$ cat src/rtl/dac_spi_pkg.sv
// Shared types and defaults for the DAC serial-stream receiver.
package dac_spi_pkg;

  localparam int unsigned DefFrameBits = 24;
  localparam int unsigned DefDataBits  = 16;

  typedef enum logic [1:0] {
    ST_IDLE  = 2'd0,
    ST_SHIFT = 2'd1,
    ST_CLOSE = 2'd2
  } state_e;

  function automatic int unsigned cmd_bits(input int unsigned frame_bits,
                                           input int unsigned data_bits);
    return frame_bits - data_bits;
  endfunction

endpackage

$ cat src/rtl/dac_spi_rx_if.sv
// Decoded-word stream: show-ahead head word with valid/ready pop handshake.
interface dac_spi_rx_if
  import dac_spi_pkg::*;
#(
  parameter int unsigned CmdBits  = cmd_bits(DefFrameBits, DefDataBits),
  parameter int unsigned DataBits = DefDataBits
);

  logic [CmdBits-1:0]  rx_cmd;
  logic [DataBits-1:0] rx_data;
  logic                rx_valid;
  logic                rx_ready;

  modport master (
    output rx_cmd,
    output rx_data,
    output rx_valid,
    input  rx_ready
  );

  modport slave (
    input  rx_cmd,
    input  rx_data,
    input  rx_valid,
    output rx_ready
  );

endinterface

$ cat src/rtl/dac_rx_fifo.sv
// Synchronous show-ahead FIFO; a push on a full FIFO is accepted only alongside a pop.
module dac_rx_fifo #(
  parameter int unsigned Width = 24,
  parameter int unsigned Depth = 4
) (
  input  logic             clk_i,
  input  logic             rst_i,
  input  logic             wr_i,
  input  logic [Width-1:0] wdata_i,
  input  logic             rd_i,
  output logic [Width-1:0] rdata_o,
  output logic             full_o,
  output logic             empty_o
);

  localparam int unsigned Aw = $clog2(Depth);

  logic [Width-1:0] mem_q [Depth];
  logic [Aw:0]      wptr_q, rptr_q;
  logic             do_wr, do_rd;

  // Extra pointer bit distinguishes full from empty.
  assign empty_o = (wptr_q == rptr_q);
  assign full_o  = (wptr_q[Aw] != rptr_q[Aw]) && (wptr_q[Aw-1:0] == rptr_q[Aw-1:0]);
  assign do_rd   = rd_i & ~empty_o;
  assign do_wr   = wr_i & (~full_o | do_rd);
  assign rdata_o = empty_o ? '0 : mem_q[rptr_q[Aw-1:0]];

  always_ff @(posedge clk_i or posedge rst_i) begin
    if (rst_i) begin
      wptr_q <= '0;
      rptr_q <= '0;
    end else begin
      if (do_wr) wptr_q <= wptr_q + {{Aw{1'b0}}, 1'b1};
      if (do_rd) rptr_q <= rptr_q + {{Aw{1'b0}}, 1'b1};
    end
  end

  always_ff @(posedge clk_i) begin
    if (do_wr) mem_q[wptr_q[Aw-1:0]] <= wdata_i;
  end

endmodule

$ cat src/rtl/dac_spi_rx.sv
// Deserializes SYNC-framed DAC words, checks frame length and buffers good words.
module dac_spi_rx
  import dac_spi_pkg::*;
#(
  parameter int unsigned FRAME_BITS = DefFrameBits,
  parameter int unsigned DATA_BITS  = DefDataBits,
  parameter int unsigned FIFO_DEPTH = 4
) (
  input  logic                dataclk,
  input  logic                reset,
  input  logic                DAC_SYNC,
  input  logic                DAC_SCLK,
  input  logic                DAC_DIN,
  dac_spi_rx_if.master        rx,
  output logic                err_short,
  output logic                err_long,
  output logic                overflow,
  output logic [15:0]         frame_count
);

  localparam int unsigned CntW = $clog2(FRAME_BITS + 2);
  localparam logic [CntW-1:0] FrameCnt = CntW'(FRAME_BITS);
  localparam logic [CntW-1:0] SatCnt   = CntW'(FRAME_BITS + 1);

  state_e                state_q, state_d;
  logic [FRAME_BITS-1:0] shift_q, shift_d;
  logic [CntW-1:0]       cnt_q, cnt_d;
  logic                  sync_q, sclk_q;
  logic                  overflow_q;
  logic [15:0]           frame_count_q;

  logic sync_fall, sync_rise, sclk_fall;
  logic push, pop, fifo_full, fifo_empty;
  logic [FRAME_BITS-1:0] head;

  assign sync_fall = sync_q & ~DAC_SYNC;
  assign sync_rise = ~sync_q & DAC_SYNC;
  assign sclk_fall = sclk_q & ~DAC_SCLK;

  always_comb begin
    state_d = state_q;
    shift_d = shift_q;
    cnt_d   = cnt_q;
    unique case (state_q)
      ST_IDLE: begin
        if (sync_fall) begin
          shift_d = '0;
          cnt_d   = '0;
          state_d = ST_SHIFT;
        end
      end
      ST_SHIFT: begin
        // A SCLK fall coinciding with the SYNC rise belongs to no frame.
        if (sync_rise) begin
          state_d = ST_CLOSE;
        end else if (sclk_fall) begin
          if (cnt_q < FrameCnt) shift_d = {shift_q[FRAME_BITS-2:0], DAC_DIN};
          if (cnt_q < SatCnt)   cnt_d   = cnt_q + CntW'(1);
        end
      end
      ST_CLOSE: state_d = ST_IDLE;
      default:  state_d = ST_IDLE;
    endcase
  end

  always_ff @(posedge dataclk or posedge reset) begin
    if (reset) begin
      state_q       <= ST_IDLE;
      shift_q       <= '0;
      cnt_q         <= '0;
      sync_q        <= 1'b1;
      sclk_q        <= 1'b0;
      overflow_q    <= 1'b0;
      frame_count_q <= '0;
    end else begin
      state_q <= state_d;
      shift_q <= shift_d;
      cnt_q   <= cnt_d;
      sync_q  <= DAC_SYNC;
      sclk_q  <= DAC_SCLK;
      if (push && fifo_full && !pop) overflow_q <= 1'b1;
      if (push && (!fifo_full || pop)) frame_count_q <= frame_count_q + 16'd1;
    end
  end

  assign push      = (state_q == ST_CLOSE) && (cnt_q == FrameCnt);
  assign err_short = (state_q == ST_CLOSE) && (cnt_q < FrameCnt);
  assign err_long  = (state_q == ST_CLOSE) && (cnt_q > FrameCnt);
  assign pop       = rx.rx_ready & ~fifo_empty;

  dac_rx_fifo #(
    .Width (FRAME_BITS),
    .Depth (FIFO_DEPTH)
  ) u_fifo (
    .clk_i   (dataclk),
    .rst_i   (reset),
    .wr_i    (push),
    .wdata_i (shift_q),
    .rd_i    (pop),
    .rdata_o (head),
    .full_o  (fifo_full),
    .empty_o (fifo_empty)
  );

  assign rx.rx_valid = ~fifo_empty;
  assign rx.rx_cmd   = head[FRAME_BITS-1:DATA_BITS];
  assign rx.rx_data  = head[DATA_BITS-1:0];
  assign overflow    = overflow_q;
  assign frame_count = frame_count_q;

endmodule
$ cat src/flat_wrapper.sv
// flat-port wrapper written by rule: the top's interface ports become plain ports
module dac_spi_rx_flat import dac_spi_pkg::*;
#(
  parameter int unsigned FRAME_BITS = DefFrameBits,
  parameter int unsigned DATA_BITS  = DefDataBits,
  parameter int unsigned FIFO_DEPTH = 4
)
  (dataclk, reset, DAC_SYNC, DAC_SCLK, DAC_DIN, err_short, err_long, overflow, frame_count, rx_rx_cmd, rx_rx_data, rx_rx_valid, rx_rx_ready);
  dac_spi_rx_if rx_i ();
  input  logic dataclk;
  input  logic reset;
  input  logic DAC_SYNC;
  input  logic DAC_SCLK;
  input  logic DAC_DIN;
  output logic err_short;
  output logic err_long;
  output logic overflow;
  output logic [15:0] frame_count;
  output wire logic [$bits(rx_i.rx_cmd)-1:0] rx_rx_cmd;
  output wire logic [$bits(rx_i.rx_data)-1:0] rx_rx_data;
  output wire logic [$bits(rx_i.rx_valid)-1:0] rx_rx_valid;
  input wire logic [$bits(rx_i.rx_ready)-1:0] rx_rx_ready;
  assign rx_rx_cmd = rx_i.rx_cmd;
  assign rx_rx_data = rx_i.rx_data;
  assign rx_rx_valid = rx_i.rx_valid;
  assign rx_i.rx_ready = rx_rx_ready;
  dac_spi_rx #(.FRAME_BITS(FRAME_BITS), .DATA_BITS(DATA_BITS), .FIFO_DEPTH(FIFO_DEPTH)) u_core (.dataclk(dataclk), .reset(reset), .DAC_SYNC(DAC_SYNC), .DAC_SCLK(DAC_SCLK), .DAC_DIN(DAC_DIN), .rx(rx_i), .err_short(err_short), .err_long(err_long), .overflow(overflow), .frame_count(frame_count));
endmodule
$ cat config.mk
export PLATFORM = sky130hd
export DESIGN_NAME = dac_spi_rx_flat
export DESIGN_NICKNAME = d
export VERILOG_FILES = /design/src/rtl/dac_spi_pkg.sv /design/src/rtl/dac_spi_rx_if.sv /design/src/rtl/dac_rx_fifo.sv /design/src/rtl/dac_spi_rx.sv /design/src/flat_wrapper.sv
export SDC_FILE = /design/constraint.sdc
export NUM_CORES = 1
export LEC_CHECK = 0
export ABC_CLOCK_PERIOD_IN_PS = 3700
export CAP_MARGIN = 20
export CORE_MARGIN = 8
export CORE_UTILIZATION = 50
export DETAILED_ROUTE_END_ITERATION = 6
export GPL_TIMING_DRIVEN = 0
export PLACE_DENSITY_LB_ADDON = 0.05
export SLEW_MARGIN = 25
export SYNTH_ARGS = -nofsm -noshare
export SYNTH_HDL_FRONTEND = slang
export SYNTH_SLANG_ARGS = --single-unit
$ cat constraint.sdc
create_clock -name dataclk -period 3.7 [get_ports dataclk]
set_input_delay 0.74 -clock dataclk [delete_from_list [all_inputs] [get_ports dataclk]]
set_output_delay 0.74 -clock dataclk [all_outputs]
set_load 0.005 [all_outputs]
Word-level counts from Yosys, hierarchy flattened
Memories as Yosys holds them, arrays and structs flattened.
Index checks and enable logic that the tools add are counted.
- RAM bits: 96
- flip-flop bits (word level): 56
- memories: 1
- input bits: 6
- output and inout port bits: 44
- logic and storage cells: 72
- memory list (memory ; depth ; width ; read ports ; clocked after Yosys merged registers in ; wr ports ; line ; source):
    u_core.u_fifo.mem_q ; 4 ; 24 ; 1 ; 0 ; 1 ; dac_rx_fifo.sv:18 ; logic [Width-1:0] mem_q [Depth];
- bitwise logic cells: 12
- reductions and logical operators: 15
- mux-type cells: 16
- add/sub/neg operators: 4
- $lt $le $gt $ge: 3
- eq/ne operators: 12
- operators with widths (kind ; count):
    $mux 24 ; 5
    $pmux 24 s2 ; 1
    $mux 5 ; 4
    $add 16x1->16 const B ; 1
    $lt 5x5->1 const B ; 2
    $ne 2x1->1 const B ; 5
    $pmux 5 s2 ; 1
    $reduce_and 5->1 ; 2
    $logic_and 1x1->1 ; 7
    $add 3x1->3 const B ; 2
    $and 1x1->1 ; 6
    $add 5x1->5 const B ; 1
    $eq 5x5->1 const B ; 1
    $gt 5x5->1 const B ; 1
    $not 1->1 ; 5
    $mux 2 ; 2
    $pmux 2 s2 ; 1
    $eq 3x3->1 ; 1
    $eq 2x1->1 const B ; 1
    $eq 2x2->1 ; 1
    $eq 2x2->1 const B ; 1
    $logic_not 1->1 ; 2
    $logic_not 2->1 ; 1
    $mux 1 ; 2
    6 further kinds ; 6

Longest topological paths before layout
Gate-level depths: netlist (run 1).
- depth after elaboration: 8
- mapped depth: 8
- depth with buffers taken out: 6

Hierarchy
A second synthesis (run 1) with hierarchy kept.
- cells, all modules: 399
- area, all modules: 6409.9 sq um
- by module, submodules not included (module ; cells an instance ; area each (sq um) ; sequential area each (sq um) ; instances):
    dac_rx_fifo ; 188 ; 4075.2 ; 3032.9 ; 1
    dac_spi_rx ; 211 ; 2334.7 ; 1252.5 ; 1

Worst setup path after synthesis (run 1)
No wires, ideal clock.
- path kind: input -> register
- start: in rx_rx_ready
- end: mem u_core.u_fifo.mem_q[3][0], enable pin
- data arrival time: 2125 ps
- path slack: 1172 ps
- required time: 3296 ps
- setup time: 404 ps
- path buffers: 1
- cell stages on the path: 3
- cells stage by stage: and4b_1 -> buf_6 -> nor3b_2
- word-level cells in the longest chain between the ends: 6
- RTL lines (what ; line ; source):
    start: declaration ; flat_wrapper.sv:22 ; input wire logic [$bits(rx_i.rx_ready)-1:0] rx_rx_ready;
    $and 1x1->1 ; dac_spi_rx.sv:89 ; assign pop = rx.rx_ready & ~fifo_empty;
    $and 1x1->1 ; dac_rx_fifo.sv:25 ; assign do_rd = rd_i & ~empty_o;
    $or 1x1->1 ; dac_rx_fifo.sv:26 ; assign do_wr = wr_i & (~full_o | do_rd);
    $and 1x1->1 ; dac_rx_fifo.sv:26 ;
    $mux 1 ; dac_rx_fifo.sv:40 ; if (do_wr) mem_q[wptr_q[Aw-1:0]] <= wdata_i;
    $mux 1 (implied by the code) ; dac_rx_fifo.sv:40 ;
    end: declaration ; dac_rx_fifo.sv:18 ;
No other way between the ends.

Final worst setup path (run 1)
- start: reg u_core.u_fifo.rptr_q[1]
- end: out rx_rx_data[4]
- word-level cells in the longest chain between the ends: 2
- elaborated cells on any way between the ends: 3
- classes of those cells: eq/ne: 1; mux: 1; memory: 1
- RTL lines (what ; line ; source):
    start: declaration ; dac_rx_fifo.sv:19 ; logic [Aw:0] wptr_q, rptr_q;
    start signal: assignment ; dac_rx_fifo.sv:35 ; if (do_rd) rptr_q <= rptr_q + {{Aw{1'b0}}, 1'b1};
    $mem_v2 4x24 or $eq 3x3->1 (tied branches) ; n/a ;
    $mux 24 (*) ; dac_rx_fifo.sv:27 ; assign rdata_o = empty_o ? '0 : mem_q[rptr_q[Aw-1:0]];
    end: declaration ; flat_wrapper.sv:20 ; output wire logic [$bits(rx_i.rx_data)-1:0] rx_rx_data;
Mark *: on every way between the ends. The rest lies on a longest branch, timed or not.

==> key figures, run 1 <==
Critical path
  • Crit end category: output pin
  • Crit path largest cell delay: 0.51 ns
  • Worst EP arrival: 2.59 ns
  • Crit Path Max Fanout: 10
  • Worst R2R Start: u_core.cnt_q[0]
  • Worst setup SP type: flip-flop
  • CP cell instances: buf_4, xnor2_1, nand3b_1, clkbuf_1, and2_1, clkdlybuf4s50_1
  • CP bufs+invs: 3
  • Critical path class: reg2out
  • Worst Setup SP: u_core.u_fifo.rptr_q[1]
  • Worst Path Required: 2.96 ns
  • CP max stage cell: clkdlybuf4s50_1
  • Largest delay share family, worst path: buffers and inverters

Clocking
  • Clock latency on the worst-skew pair: 0.41 ns
  • H-tree Lvls: 4
  • # hold bufs at CTS: 0
  • Root buf cell: clkbuf_16
  • Reg clk slew, reported paths: 0.06 ns
  • CTS tree: done
  • Clock Sinks: 152
  • CTS Buf Count: 17
  • Clock Path Buffers: 2
  • Post-CTS sizing: 0
  • Post-CTS setup buffers: 0

Placed design
  • DP Area: 7025 µm²
  • Routability Congestion: 0.8155
  • Placed Cells: 633
  • DP Wirelength: 7429 µm
  • I/O Buffers: 49

Cells and area
  • Final core occ: 0.6180
  • Share of cells above drive strength 1: 0.1684
  • Area growth from synthesis to layout: 22.62%
  • Ant. Diodes: 0
  • Design Area, Final: 7672 µm²
  • Final nets: 494
  • Post-route insts no fill: 665

Global route
  • Vias in the first global route: 3605
  • First-pass GRT wire length: 19130 µm
  • Gr ovfl total: 0
  • Largest net degree at the start of global routing: 38
  • GRT Resource Usage Total: 0.1552
  • Initial antenna violation count: 0

Synthesis
  • #FFs+latches synth: 152
  • Area of the mapped netlist: 6257 µm²
  • Yosys warns: 0
  • Cell count after synthesis: 409
  • Register area share after synthesis: 0.6849
  • Mapped Avg Cell Area: 15.30 µm²
  • Library cells used by synthesis: 52
  • Syn_nets: 423

STA
  • RSZ-0062 raised after global routing: false
  • Slew HR: 0.4986
  • Period utilisation layout: 0.8990
  • Slew Viols, Final: 0
  • Fin. Hold Viols: 0
  • Peak Freq: 0.3006 GHz
  • Worst slew pin tran: 0.7522 ns
  • Setup violators final: 0
  • Tmin final: 3.326 ns
  • Worst Skew: 0.006522 ns

Power and ir drop
  • Total power: 4970 µW
  • PD cells: 647.8 nW/µm²
  • Peak supply drop: 339.3 µV
  • Lkg Pwr: 0.002791 µW

Route
  • Final ANT Viol Nets: 0
  • Initial DRC Count: 201
  • Drt first pass iters: 5
  • WL final: 11560 µm
  • Via density: 5.278
  • Residual DRC: 0
  • Vias: 3510
  • Wire per inst: 17.38 µm

Status
  • Status: completed

Job
  • Max-cap violations: 0

Die
  • Number of top-level pins: 50
  • Die Height: 127.9 µm
  • Cell row count: 41
  • Initial Util: 0.5040
  • Die width: 127.9 µm
  • Die Area: 16350 µm²
  • Core area: 12410 µm²

Hold path
  • Min-Delay Startpoint: u_core.overflow
  • Min-Delay Path Class: reg2reg
==> final timing paths <==
kind | depth (start not counted) | slack (ns) | end
min in group asynchronous | 2 | 0.62 | u_core.overflow
worst max-delay path | 6 | 0.37 | rx_rx_data[4]
worst min-delay path | 1 | 0.48 | u_core.overflow
max in group asynchronous | 3 | 2.54 | u_core.sync_q
worst min register to register | 1 | 0.48 | u_core.overflow
worst max register to register | 6 | 1.10 | u_core.u_fifo.mem_q[0][12]
==> layer usage <==
layer	part of all wire	global-route usage
met5	0	0
met4	0.017	0.07133
met3	0.059	0.04867
met2	0.48	0.2446
met1	0.44	0.1923
==> placed cells by master (no fill, tap or decap), types with 4 or more instances in the layout <==
cell type and instances:
and2_1 24, buf_2 4, buf_6 4, bufinv_16 5
clkbuf_1 12, clkbuf_16 17, clkdlybuf4s50_1 49, dfrtp_1 55
edfxtp_1 96, ha_1 8, inv_1 6, mux4_2 24
nand2_1 59, nand3_1 4, nor2_1 5, nor3_1 5
nor3b_1 4, o21ai_0 27, xnor2_1 5, xor2_1 17
==> per-stage QoR <==
stage | hold WS, ns | worst slack [ns] | TNS, ns
final | 0.4812 | 0.3736 | 0
after global routing | 0.5002 | 0.1888 | 0
after CTS | 0.4838 | 0.2661 | 0
after detailed placement | 0.4654 | 0.7257 | 0
after global placement | 0.4544 | -0.2750 | -6.766
after floorplan | 0.4604 | 1.172 | 0
==> final cells by class <==
type | instances | area [µm²]
Clock buffer | 22 | 474.2
Inverter | 7 | 28.78
Timing Repair Buffer | 52 | 540.5
Tap cell | 172 | 215.2
Sequential cell | 152 | 4285
Buffer | 20 | 115.1
Multi-Input combinational cell | 230 | 1841
Fill cell | 951 | 4742
Clock inverter | 10 | 172.7
==> cells by family (layout without fill, tap and decap cells) <==
group / Yosys count / in the layout / share of synthesized area
fa+ha+maj: 8 / 8 / 0.01600
mux: 28 / 28 / 0.09338
simple gates: 134 / 134 / 0.1162
compound gates: 38 / 38 / 0.03619
buf+inv: 27 / 111 / 0.02260
xor+xnor: 22 / 22 / 0.03079
flops: 152 / 152 / 0.6849
==> registers in the layout (all words and copies together) (netlist names) <==
name,cells
u_core.state_q,2
u_core.u_fifo.rptr_q,3
u_core.u_fifo.mem_q,96
u_core.sclk_q,1
u_core.frame_count,16
u_core.shift_q,24
u_core.overflow,1
u_core.sync_q,1
u_core.cnt_q,5
u_core.u_fifo.wptr_q,3
==> cell usage after synthesis (all sizes together) <==
cell type   n  area share
nand3       4      0.0032
a41oi       1      0.0026
nand3b      1      0.0012
dfrtp      55        0.22
and4        2      0.0028
nand4       4      0.0050
xnor2       5      0.0070
nor2        6      0.0040
or4         3      0.0038
a211oi      1      0.0012
o21bai      1      0.0012
o311a       1      0.0016
a211o       1      0.0014
mux4       24       0.086
a21oi       2      0.0016
and2b       1      0.0012
nor4b       3      0.0052
clkbuf     11      0.0068
and3        2      0.0022
inv         7      0.0042
mux2        3      0.0054
o21ai      28       0.022
a31o        1      0.0014
xor2       17       0.024
and4b       2      0.0032
dfstp       1      0.0042
nor2b       2      0.0020
nand2      60       0.036
ha          8       0.016
and2       27       0.027
a32oi       1      0.0014
nor4        4      0.0050
mux2i       1      0.0016
or2b        1      0.0012
nor3        5      0.0040
buf         9       0.012
o2111ai     1      0.0014
nand2b      2      0.0020
nor3b       5      0.0068
edfxtp     96        0.46
==> where the power goes <==
part / switching, µW / total, µW / internal (µW) / leakage, µW
Clock: 628 / 1870 / 1240 / 0.000319
Sequential: 40.5 / 1880 / 1840 / 0.00161
Combinational: 495 / 1220 / 726 / 0.000862
(Power assumes the default switching activity.)
==> run 2, diff against run 1 <==
--- a/config.mk
+++ b/config.mk
@@ -10,9 +10,10 @@
 export CORE_MARGIN = 8
 export CORE_UTILIZATION = 50
 export DETAILED_ROUTE_END_ITERATION = 6
-export GPL_TIMING_DRIVEN = 0
+export GPL_TIMING_DRIVEN = 1
 export PLACE_DENSITY_LB_ADDON = 0.05
 export SLEW_MARGIN = 25
 export SYNTH_ARGS = -nofsm -noshare
 export SYNTH_HDL_FRONTEND = slang
+export SYNTH_HIERARCHICAL = 1
 export SYNTH_SLANG_ARGS = --single-unit
==> run 2 against run 1 <==
  * Global-route usage increased by 0.066 points
  * Critical endpoint is now rx_rx_cmd[3]
  * Critical path type unchanged
  * Largest cell class unchanged
  * Final cell count decreased by 2.7%
  * Sequential power about the same
  * Synthesized cell count decreased by 2.4%
  * Flip-flop and latch count unchanged
  * Combinational power decreased by 83%
  * Register-to-register slack got worse by 0.08 ns
  * Maximum frequency increased by 7.9%
  * Total power decreased by 27%
==> key figures, run 2 <==
Status
  • Status: completed (unchanged)

STA
  • Final setup margin: 0.6185 ns (was 0.3736 ns)
  • Setup violators final: 0 (unchanged)
  • Peak Freq: 0.3245 GHz (was 0.3006 GHz)
  • Period utilisation layout: 0.8328 (was 0.8990)
  • Tmin final: 3.081 ns (was 3.326 ns)
  • Setup TNS: 0 ns (unchanged)
  • Slew HR: 0.5134 (was 0.4986)
  • Slew Viols, Final: 0 (unchanged)
  • Worst slew pin tran: 0.7299 ns (was 0.7522 ns)
  • Fin. Hold Viols: 0 (unchanged)
  • Worst Skew: 0.01063 ns (was 0.006522 ns)
  • RSZ-0062 raised after global routing: false (unchanged)

Clocking
  • Root buf cell: clkbuf_16 (unchanged)
  • CTS tree: done (unchanged)
  • H-tree Lvls: 4 (unchanged)
  • Post-CTS sizing: 0 (unchanged)
  • Clock Path Buffers: 2 (unchanged)
  • CTS Buf Count: 17 (unchanged)
  • Post-CTS setup buffers: 0 (unchanged)
  • Clock Sinks: 152 (unchanged)
  • # hold bufs at CTS: 0 (unchanged)
  • Clock latency on the worst-skew pair: 0.41 ns (about the same)
  • Reg clk slew, reported paths: 0.05 ns (was 0.06 ns)

Synthesis
  • Async SR Flop Fraction: 0.3684 (unchanged)
  • Cell count after synthesis: 399 (was 409)
  • Prevailing post-synth register cell: edfxtp_1 (unchanged)
  • Synth area leader: edfxtp_1 (unchanged)
  • Syn_nets: 413 (was 423)
  • EDFF count, synth: 96 (unchanged)
  • Synth top cells by count: edfxtp_1, dfrtp_1, nor2b_1, inv_1, mux4_2 (was edfxtp_1, nand2_1, dfrtp_1, and2_1, o21ai_0)
  • Yosys top cell area share: 0.4497 (was 0.4607)
  • Synth area leaders: edfxtp_1, dfrtp_1, mux4_2 (unchanged)
  • Library cells used by synthesis: 52 (unchanged)
  • Register area share after synthesis: 0.6686 (was 0.6849)
  • #FFs+latches synth: 152 (unchanged)
  • Area of the mapped netlist: 6410 µm² (was 6257 µm²)
  • Top-count cell post-synth: edfxtp_1 (unchanged)
  • Mapped Avg Cell Area: 16.06 µm² (was 15.30 µm²)
  • Yosys warns: 6 (was 0)

Placed design
  • I/O Buffers: 49 (unchanged)
  • Pre-CTS WS: 0.8355 ns (was 0.7257 ns)
  • Routability Congestion: 0.7813 (was 0.8155)
  • DP Wirelength: 7687 µm (was 7429 µm)

Hold path
  • Min-Delay Path Class: reg2reg (unchanged)

Global route
  • Largest net degree at the start of global routing: 34 (was 38)
  • Gr ovfl total: 0 (unchanged)
  • GRT Resource Usage Total: 0.1558 (was 0.1552)
  • First-pass GRT wire length: 19600 µm (was 19130 µm)
  • Vias in the first global route: 3718 (was 3605)
  • Initial antenna violation count: 0 (unchanged)

Cells and area
  • Multi-input logic area: 1943 µm² (was 1841 µm²)
  • Ant. Diodes: 0 (unchanged)
  • Register area: 4285 µm² (unchanged)
  • Share of cells above drive strength 1: 0.1600 (was 0.1684)
  • Number of flip-flops in the largest register: 96 (unchanged)
  • Most frequent cells in the layout: edfxtp_1, dfrtp_1, clkdlybuf4s50_1 (was edfxtp_1, nand2_1, dfrtp_1)
  • Final nets: 476 (was 494)
  • # fillers: 977 (was 951)
  • Commonest non-fill, non-tap cell in the layout: edfxtp_1 (unchanged)
  • Area growth from synthesis to layout: 18.95% (was 22.62%)

Die
  • Die width: 129.2 µm (was 127.9 µm)
  • Cell row count: 41 (unchanged)
  • Core area: 12570 µm² (was 12410 µm²)
  • Die Height: 129.2 µm (was 127.9 µm)
  • Initial Util: 0.5100 (was 0.5040)
  • Number of top-level pins: 50 (unchanged)
  • Die Area: 16700 µm² (was 16350 µm²)

Critical path
  • Critical path class: reg2out (unchanged)
  • Worst setup SP type: flip-flop (unchanged)
  • CP cell instances: xor2_2, nor3_4, buf_4, nor2b_1, clkdlybuf4s50_1 (was buf_4, xnor2_1, nand3b_1, clkbuf_1, and2_1, clkdlybuf4s50_1)
  • Crit path largest cell delay: 0.53 ns (was 0.51 ns)
  • Worst Path Required: 2.96 ns (about the same)
  • Largest delay share family, worst path: buffers and inverters (unchanged)
  • Crit end category: output pin (unchanged)
  • CP max stage cell: clkdlybuf4s50_1 (unchanged)
  • Worst EP arrival: 2.34 ns (was 2.59 ns)
  • CP bufs+invs: 2 (was 3)
  • Crit Path Max Fanout: 25 (was 10)

Route
  • Final ANT Viol Nets: 0 (unchanged)
  • WL final: 11920 µm (was 11560 µm)
  • Initial DRC Count: 219 (was 201)
  • Drt first pass iters: 4 (was 5)
  • Vias: 3470 (was 3510)
  • Via density: 5.363 (was 5.278)
  • Residual DRC: 0 (unchanged)
  • Wire per inst: 18.42 µm (was 17.38 µm)

Job
  • Max-cap violations: 0 (unchanged)

Power and ir drop
  • Total power: 3610 µW (was 4970 µW)
  • Lkg Pwr: 0.002868 µW (was 0.002791 µW)
  • PD cells: 473.5 nW/µm² (was 647.8 nW/µm²)
  • Peak supply drop: 318.9 µV (was 339.3 µV)
==> run 2: cell count changes in the layout (fill, tap and decap cells not counted), sizes merged, moves of 8 or more <==
cell / delta
nor4: +9
o21ai: -26
xnor2: +9
mux2i: +11
inv: +17
xor2: -8
a21o: +11
nand2: -40
and2: -25
nor2b: +24
==> run 2: where the power goes <==
part,total [µW],switching [µW],leakage [µW],internal (µW)
clock network,1500,609,0.000250,890
logic,204,118,0.000993,86.8
registers,1910,60.5,0.00163,1850
==> run 2: path summary, 6_finish.rpt <==
| path | cells past startpoint | from | slack, ns | to |
|---|---|---|---|---|
| max | 5 | u_core/u_fifo/wptr_q[0] | 0.62 | rx_rx_cmd[3] |
| max reg2reg | 7 | u_core/u_fifo/rptr_q[1] | 1.02 | u_core/u_fifo/mem_q[2][17] |
| min in group asynchronous | 2 | reset | 0.61 | u_core/u_fifo/rptr_q[2] |
| max in group asynchronous | 3 | reset | 2.23 | u_core/sync_q |
| min | 1 | u_core/frame_count[15] | 0.48 | u_core/frame_count[15] |
| min reg2reg | 1 | u_core/frame_count[15] | 0.48 | u_core/frame_count[15] |
==> run 2: final cells by class <==
class                      instances  area share
multi-input combinational        206      0.2548
timing repair buffer              61     0.07614
clock inverter                     4    0.003118
sequential                       152      0.5620
tap                              172     0.02822
clock buffer                      28     0.06383
inverter                          24     0.01181
==> run 2: worst register-to-register path, stage by stage, from the launching register on <==
cell and delay (ns):
dfrtp_1 0.45, xor2_4 0.24, nor3_4 0.22, nand2b_1 0.29
inv_1 0.18, or4_4 0.57, and3_1 0.19, buf_4 0.25
==> run 2: through the flow <==
stage	cell area, µm²	util	hold WS, ns	cells
floorplan	6410	-	0.4663	399
global placement	7114	0.5661	0.4610	615
detailed placement	7114	0.5661	0.4693	615
CTS	7625	0.6067	0.4759	647
global route	7625	0.6067	0.5009	647
finish	7625	0.6067	0.4761	647
==> run 2: metal layers <==
metal  track usage  wire length [µm]
met1        0.1878              5234
met2        0.2580              5969
met3       0.04519               529
met4       0.06427               186
met5             0                 0
==> run 2: kinds of logic (layout without fill, tap and decap cells) <==
kind of cell             after synthesis  in the layout  synth area share
XOR/XNOR                              23             23           0.03553
buffers and inverters                 41            117           0.02928
AND/OR/NAND/NOR                      105            105           0.09740
multiplexers                          39             39            0.1083
flip-flops                           152            152            0.6686
AO/OA/AOI/OAI                         31             31           0.04529
adder cells (fa/ha/maj)                8              8           0.01562
